==> config.mk <==
export PLATFORM = sky130hd
export DESIGN_NAME = aluout_queue
export DESIGN_NICKNAME = d
export VERILOG_FILES = /design/src/rtl/aluout_queue.sv
export SDC_FILE = /design/constraint.sdc
export NUM_CORES = 1
export LEC_CHECK = 0
export CAP_MARGIN = 30
export CELL_PAD_IN_SITES_DETAIL_PLACEMENT = 1
export CELL_PAD_IN_SITES_GLOBAL_PLACEMENT = 2
export CORE_MARGIN = 5
export CORE_UTILIZATION = 30
export CTS_BUF_LIST = sky130_fd_sc_hd__clkbuf_4 sky130_fd_sc_hd__clkbuf_8 sky130_fd_sc_hd__clkbuf_16
export DETAILED_ROUTE_END_ITERATION = 8
export PLACE_DENSITY_LB_ADDON = 0.1
export REMOVE_ABC_BUFFERS = 1
export SYNTH_ARGS = -nofsm -noshare
export SYNTH_HDL_FRONTEND = slang
export SYNTH_SLANG_ARGS = --single-unit
==> constraint.sdc <==
create_clock -name clk -period 3.5 [get_ports clk]
set_clock_uncertainty 0.2 [all_clocks]
set_input_delay 0.35 -clock clk [delete_from_list [all_inputs] [get_ports clk]]
set_output_delay 0.35 -clock clk [all_outputs]
set_load 0.02 [all_outputs]
==> src/rtl/aluout_queue.sv <==
// ---------------------------------------------------------------------------
// aluout_queue
//   DEPTH-entry FIFO that buffers ALU results together with their zero flag.
//   It sits between the ALU output and the register-file write /
//   memory-address mux. The ALU keeps producing results while the
//   consumers stall.
//
// Parameters
//   WIDTH : ALU result width (default 32)
//   DEPTH : number of entries, a power of two and at least 2 (default 2)
//   CW    : width of count, $clog2(DEPTH)+1 (localparam)
//
// Ports
//   clk       in   rising-edge clock
//   rst_n     in   asynchronous active-low reset
//   flush     in   synchronous discard of every entry (branch / exception)
//   in_valid  in   ALU result valid
//   in_ready  out  queue can accept a result (count < DEPTH)
//   in_data   in   ALU result
//   in_zero   in   ALU zero flag
//   out_valid out  head entry valid
//   out_ready in   consumer takes the head entry
//   out_data  out  head result (0 when nothing is valid)
//   out_zero  out  head zero flag (0 when nothing is valid)
//   count     out  number of stored entries, 0..DEPTH
//
// Optional feature
//   ALUOUT_QUEUE_BYPASS_EN : when the queue is empty, an incoming result is
//   presented at the output in the same cycle. If the consumer takes it in
//   that cycle, it is never written into storage.
// ---------------------------------------------------------------------------
module aluout_queue #(
  parameter int WIDTH = 32,
  parameter int DEPTH = 2,
  localparam int CW = $clog2(DEPTH) + 1
) (
  input  logic             clk,
  input  logic             rst_n,
  input  logic             flush,
  input  logic             in_valid,
  output logic             in_ready,
  input  logic [WIDTH-1:0] in_data,
  input  logic             in_zero,
  output logic             out_valid,
  input  logic             out_ready,
  output logic [WIDTH-1:0] out_data,
  output logic             out_zero,
  output logic [CW-1:0]    count
);

  localparam int PW = $clog2(DEPTH);
  localparam int EW = WIDTH + 1;  // stored entry is {zero, data}

  // Storage is left unreset; count_q qualifies every read.
  logic [EW-1:0] mem_q [DEPTH];

  logic [PW-1:0] wr_ptr_q, wr_ptr_d;
  logic [PW-1:0] rd_ptr_q, rd_ptr_d;
  logic [CW-1:0] count_q, count_d;

  logic stored_valid_s;  // at least one entry in storage
  logic byp_s;           // bypass path presents in_data at the output
  logic push_s;          // accepted input handshake (not flushed)
  logic pop_s;           // accepted output handshake (not flushed)
  logic wr_en_s;         // accepted entry actually written to storage
  logic rd_en_s;         // head of storage consumed

  // Queue status derived from registered state only.
  assign stored_valid_s = (count_q != {CW{1'b0}});
  assign in_ready       = (count_q < CW'(DEPTH));
  assign count          = count_q;

`ifdef ALUOUT_QUEUE_BYPASS_EN
  assign byp_s = !stored_valid_s && in_valid && !flush;
`else
  assign byp_s = 1'b0;
`endif

  // Flush overrides both handshakes, so neither side counts as taken.
  assign push_s = in_valid && in_ready && !flush;
  assign pop_s  = out_valid && out_ready && !flush;

  // A bypassed entry that the consumer takes immediately never enters storage.
  assign wr_en_s = push_s && !(byp_s && out_ready);
  assign rd_en_s = pop_s && stored_valid_s;

  // Output mux: storage head first, then the bypass path, otherwise zeros.
  always_comb begin
    out_valid = 1'b0;
    out_data  = {WIDTH{1'b0}};
    out_zero  = 1'b0;
    if (stored_valid_s) begin
      out_valid = 1'b1;
      out_data  = mem_q[rd_ptr_q][WIDTH-1:0];
      out_zero  = mem_q[rd_ptr_q][WIDTH];
    end else if (byp_s) begin
      out_valid = 1'b1;
      out_data  = in_data;
      out_zero  = in_zero;
    end else begin
      out_valid = 1'b0;
      out_data  = {WIDTH{1'b0}};
      out_zero  = 1'b0;
    end
  end

  // Next-state logic for the pointers and the occupancy count.
  always_comb begin
    wr_ptr_d = wr_ptr_q;
    rd_ptr_d = rd_ptr_q;
    count_d  = count_q;
    if (flush) begin
      wr_ptr_d = {PW{1'b0}};
      rd_ptr_d = {PW{1'b0}};
      count_d  = {CW{1'b0}};
    end else begin
      // DEPTH is a power of two, so the natural wrap of PW bits is modulo DEPTH.
      if (wr_en_s) begin
        wr_ptr_d = wr_ptr_q + PW'(1);
      end else begin
        wr_ptr_d = wr_ptr_q;
      end
      if (rd_en_s) begin
        rd_ptr_d = rd_ptr_q + PW'(1);
      end else begin
        rd_ptr_d = rd_ptr_q;
      end
      case ({wr_en_s, rd_en_s})
        2'b10:   count_d = count_q + CW'(1);
        2'b01:   count_d = count_q - CW'(1);
        default: count_d = count_q;
      endcase
    end
  end

  // Pointer and count registers with asynchronous reset.
  always_ff @(posedge clk or negedge rst_n) begin
    if (!rst_n) begin
      wr_ptr_q <= {PW{1'b0}};
      rd_ptr_q <= {PW{1'b0}};
      count_q  <= {CW{1'b0}};
    end else begin
      wr_ptr_q <= wr_ptr_d;
      rd_ptr_q <= rd_ptr_d;
      count_q  <= count_d;
    end
  end

  // Entry storage write port.
  always_ff @(posedge clk) begin
    if (wr_en_s) begin
      mem_q[wr_ptr_q] <= {in_zero, in_data};
    end
  end

endmodule

# Word level (Yosys, flattened, before mapping)
# Memories as Yosys holds them, arrays and structs flattened.
# Cells that the tools add are included.
[word_totals]
latchBits = 0
wordCells = 32
ramBits = 66
ff_bits = 4
n_memories = 1
romBits = 0
[memory_table]
columns = ["name", "words", "word_bits", "rd", "rd_ports_with_merged_regs", "wr", "line_no", "text"]
rows = [
  ["mem_q", 2, 33, 1, 0, 1, "55", "logic [EW-1:0] mem_q [DEPTH];"],
]
[classes]
muxes = 11
order_cmp = 1
n_addsub = 4
shift = 0
n_reduce_logical = 10
bitwise_logic = 0
n_mul = 0
n_eq_ne = 2
div_mod_pow = 0
[ops]
columns = ["cell", "count"]
rows = [
  ["two-way mux 32 bit", 1],
  ["two-way mux 1 bit", 8],
  ["nonzero test 2 bit", 3],
  ["logical AND 1 bit", 5],
  ["case mux 2 bit (2 select lines)", 1],
  ["nonzero test 3 bit", 1],
  ["adder 1 bit (second input constant)", 2],
  ["adder 2 x 1 -> 2 bit (second input constant)", 1],
  ["equality test 2 x 1 -> 1 bit (second input constant)", 1],
  ["equality test 2 bit (second input constant)", 1],
  ["less-than comparator 2 bit (second input constant)", 1],
  ["two-way mux 2 bit", 1],
  ["subtractor 2 x 1 -> 2 bit (second input constant)", 1],
  ["zero test 1 bit", 1],
]

# Logic depth before layout (Yosys ltp)
[depth]
depth_word = 8
depth_mapped = 4
mapped_depth_nobuf = 3

# Worst setup path before layout
# No wires, ideal clock.
[synth_timing]
path_kind = "reg-to-reg"
startpoint = "reg count_q[1], in the netlist count[1]"
endpoint = "mem mem_q[1][0] in the netlist's numbering, enable pin"
path_stages_with_launch = 3
required_time_ps = 2829
path_buffers = 0
setup_time_ps = 471
arrival_ps = 3157
slack_ps = -328
cell_sequence = "dfrtp_1 -> nand2b_4 -> nor3b_1"
[synth_between]
elab_chain_cells = 5
[synth_rtl]
columns = ["item", "line_no", "text"]
rows = [
  ["from (decl)", "59", "logic [CW-1:0] count_q, count_d;"],
  ["from (signal assigned)", "141", "count_q <= {CW{1'b0}};"],
  ["from (signal assigned)", "145", "count_q <= count_d;"],
  ["less-than comparator 2 bit", "70", "assign in_ready = (count_q < CW'(DEPTH));"],
  ["logical AND 1 bit (2 in a row)", "80", "assign push_s = in_valid && in_ready && !flush;"],
  ["two-way mux 1 bit", "151", "if (wr_en_s) begin"],
  ["two-way mux 1 bit (not written as such)", "152", "mem_q[wr_ptr_q] <= {in_zero, in_data};"],
  ["to (decl)", "55", ""],
]
# No other way between the ends.

# Worst setup path in the final report
[layout_timing]
startpoint = "reg count_q[1], in the netlist count[1]"
endpoint = "out out_data[17]"
[layout_between]
elab_chain_cells = 2
[layout_rtl]
columns = ["item", "line_no", "text"]
rows = [
  ["nonzero test 2 bit", "69", "assign stored_valid_s = (count_q != {CW{1'b0}});"],
  ["two-way mux 32 bit", "92", "if (stored_valid_s) begin"],
  ["to (decl)", "46", "output logic [WIDTH-1:0] out_data,"],
]
# No other way between the ends.

==> flow_summary.toml <==
[logic_synthesis]
ys_seq_area_share_pct = 76.5
synth_edf_count = 66
synth_area_um2 = 2720
synth_area_leader_cell = "edfxtp_1"
async_flop_share_pct = 5.71
syn_inst = 162
synth.avg_cell_area_um2 = 16.8
yosysTopAreaCellShare_pct = 72.8
synth_seq_cells = 70
yosys.cell_count.top_type = "edfxtp_1"
synthTopCellsByArea = "edfxtp_1 73%, mux2i_1 12%, nor2_1 4.8%, dfrtp_1 3.7%, buf_6 1.2%"
synth_cell_type_count = 22
synth_warnings = 0
synth-main-ff-cell = "edfxtp_1"
synth.top_cells.by_count = "66 x edfxtp_1, 35 x nor2_1, 33 x mux2i_1"

[sta]
tightest_slew_ns = 0.855
clock.fmax_ghz = 0.360
final.min_clock_period_ns = 2.77
final-setup-viol-count = 0
rsz0062_at_grt = "no"
fin_crit_sh_pct = 79.3
slew_headroom_pct = 42.8
finalHoldViolCount = 0
timing.final.ws_setup_ns = 0.726
slew_viol_final = 0

[layout]
final_util_pct = 43.4
nNetsFinal = 283
fin_area_um2 = 3800
drive_gt1_share_pct = 11.2
antennaDiodeCount = 0
areaGrowthSynthToFinish_pct = 39.8
nFillCells = 902

[clock_network]
htreeDepth = 3
cts.path.max_buffers = 2
postCtsSetupRepairBufs = 0
cts_inserted_buffers = 9
clkSlewWorstSetupHoldPaths_ns = 0.07
clock_latency_ns = 0.32
cts-root-buf = "clkbuf_8"
cts_sinks = 70
cts_tree = "built"

[min_path]
hp-start = "wr_ptr_q"
hp-class = "reg2reg"
min_path_cells = 2
hold_path_end = "wr_ptr_q"

[routing]
num_vias = 1570
drt_iter0_markers = 34
ant_nets = 0
routedWlPerCell_um = 15.8
routed_wirelength_um = 5650
route.detailed.drc = 0
drt_pass1_iterations = 4
viasPerCell = 4.40

[die]
die_w_um = 105
start_util_pct = 31.1
num_io_pins = 75
rows = 34
die_area_um2 = 11100
core_um2 = 8760
die_h_um = 105

[pwr]
power.total_mw = 1.89
powerDensity_nw_per_um2 = 497
ir_worst_vdd_mv = 0.256
leakagePower_nw = 1.26

[global_routing]
antenna_found_initial = 0
grt_usage_pct = 10.4
grt_pass1_vias = 1796
grt_overflow = 0
grt_pass1_wl_um = 8910
grt_max_degree = 35

[worst_setup_path]
cp_max_fo = 34
cp.arrival_ns = 2.22
regToRegSetupSlack_ns = 1.66
crit_required_ns = 2.95
cpPeakStageDelay_ns = 0.71
reg2reg_to = "mem_q[1][29]"
rr_startpoint = "count[1]"
crit_chain = "nor2_4 -> nor2_1 -> clkdlybuf4s50_1"
endpoint_kind = "output pin"
crit_type = "reg2out"
r2r.worst_path.cells = 3
critPathLaunchType = "flip-flop"
cpMaxStageDelayCell = "nor2_4"

[run_status]
status = "completed"

[place]
place_worst_setup_slack_ns = 0.997
place_area_um2 = 3590
gp_congestion = 0.661
port_buffers = 74
hpwl_um = 3720

[run]
cap_violations = 0
==> where the power goes <==
group	switching (mW)	internal, mW
clock	0.274	0.402
combinational	0.127	0.123
sequential	0.0101	0.955
total	0.411	1.48
==> placed cells by master, fill, tap and decap left out, types with 2 or more instances in the layout <==
master / netlist / routed
clkdlybuf4s50_1: 0 / 74
edfxtp_1: 66 / 66
nor2_1: 35 / 35
mux2i_1: 33 / 33
clkbuf_8: 0 / 9
buf_4: 1 / 4
clkinv_2: 0 / 3
dfrtp_1: 4 / 3
o21ai_0: 2 / 2
xor2_1: 2 / 2
bufinv_16: 0 / 2
==> layout make-up <==
type	instances	area (um^2)	share of cell area, %
Sequential cell	70	2080	54.8
Timing Repair Buffer	79	781	20.5
Multi-Input combinational cell	83	592	15.6
Tap cell	108	135	3.55
Clock buffer	10	131	3.45
Clock inverter	5	75.1	1.97
Inverter	2	7.51	0.197
==> repair_timing <==
action | in CTS | in global routing
resized for setup | 0 | 0
hold endpoints to repair | 0 | 2
hold buffers | 0 | 1
==> metal layers <==
layer	GRT usage, %	routed length, um	up-vias
li1	-	-	753
met1	11.9	2320	764
met2	17.5	2890	46
met3	4.71	374	7
met4	3.29	68	0
met5	0	0	-
==> cells by family after synthesis <==
logic type / Yosys count / share of synthesized area (%)
compound gates: 4 / 0.873
mux: 34 / 12.7
xor+xnor: 2 / 0.643
flops: 70 / 76.5
simple gates: 43 / 6.99
buf+inv: 9 / 2.34
==> flip-flops by register name, summed over array words and instances, names as in the netlist <==
signal and count:
mem_q 66, count 2, rd_ptr_q 1, wr_ptr_q 1
==> critical path: cells and delay by family, from the launching register on <==
kind | cells | cell delay, ns
simple gates | 2 | 0.86
flops | 1 | 0.46
buf+inv | 1 | 0.58
==> worst max-delay path by stage <==
stage	cells past startpoint	slack [ns]	from	end
floorplan	2	-0.33	count[1]	mem_q[1][0]
CTS	3	0.63	count[1]	out_data[20]
detailed placement	3	1.0	count[1]	out_data[20]
global route	3	0.52	count[1]	out_data[19]
finish	3	0.73	count[1]	out_data[17]
global placement	3	0.96	count[1]	out_data[17]
==> metrics by stage <==
step	TNS [ns]	hold WS, ns	cells
after floorplan	-14.86	-0.146	155
after global placement	0	0.352	341
after detailed placement	0	0.367	341
after CTS	0	0.0111	356
after global routing	0	0.375	357
final	0	0.382	357
Power figures use the tool's default switching activity.
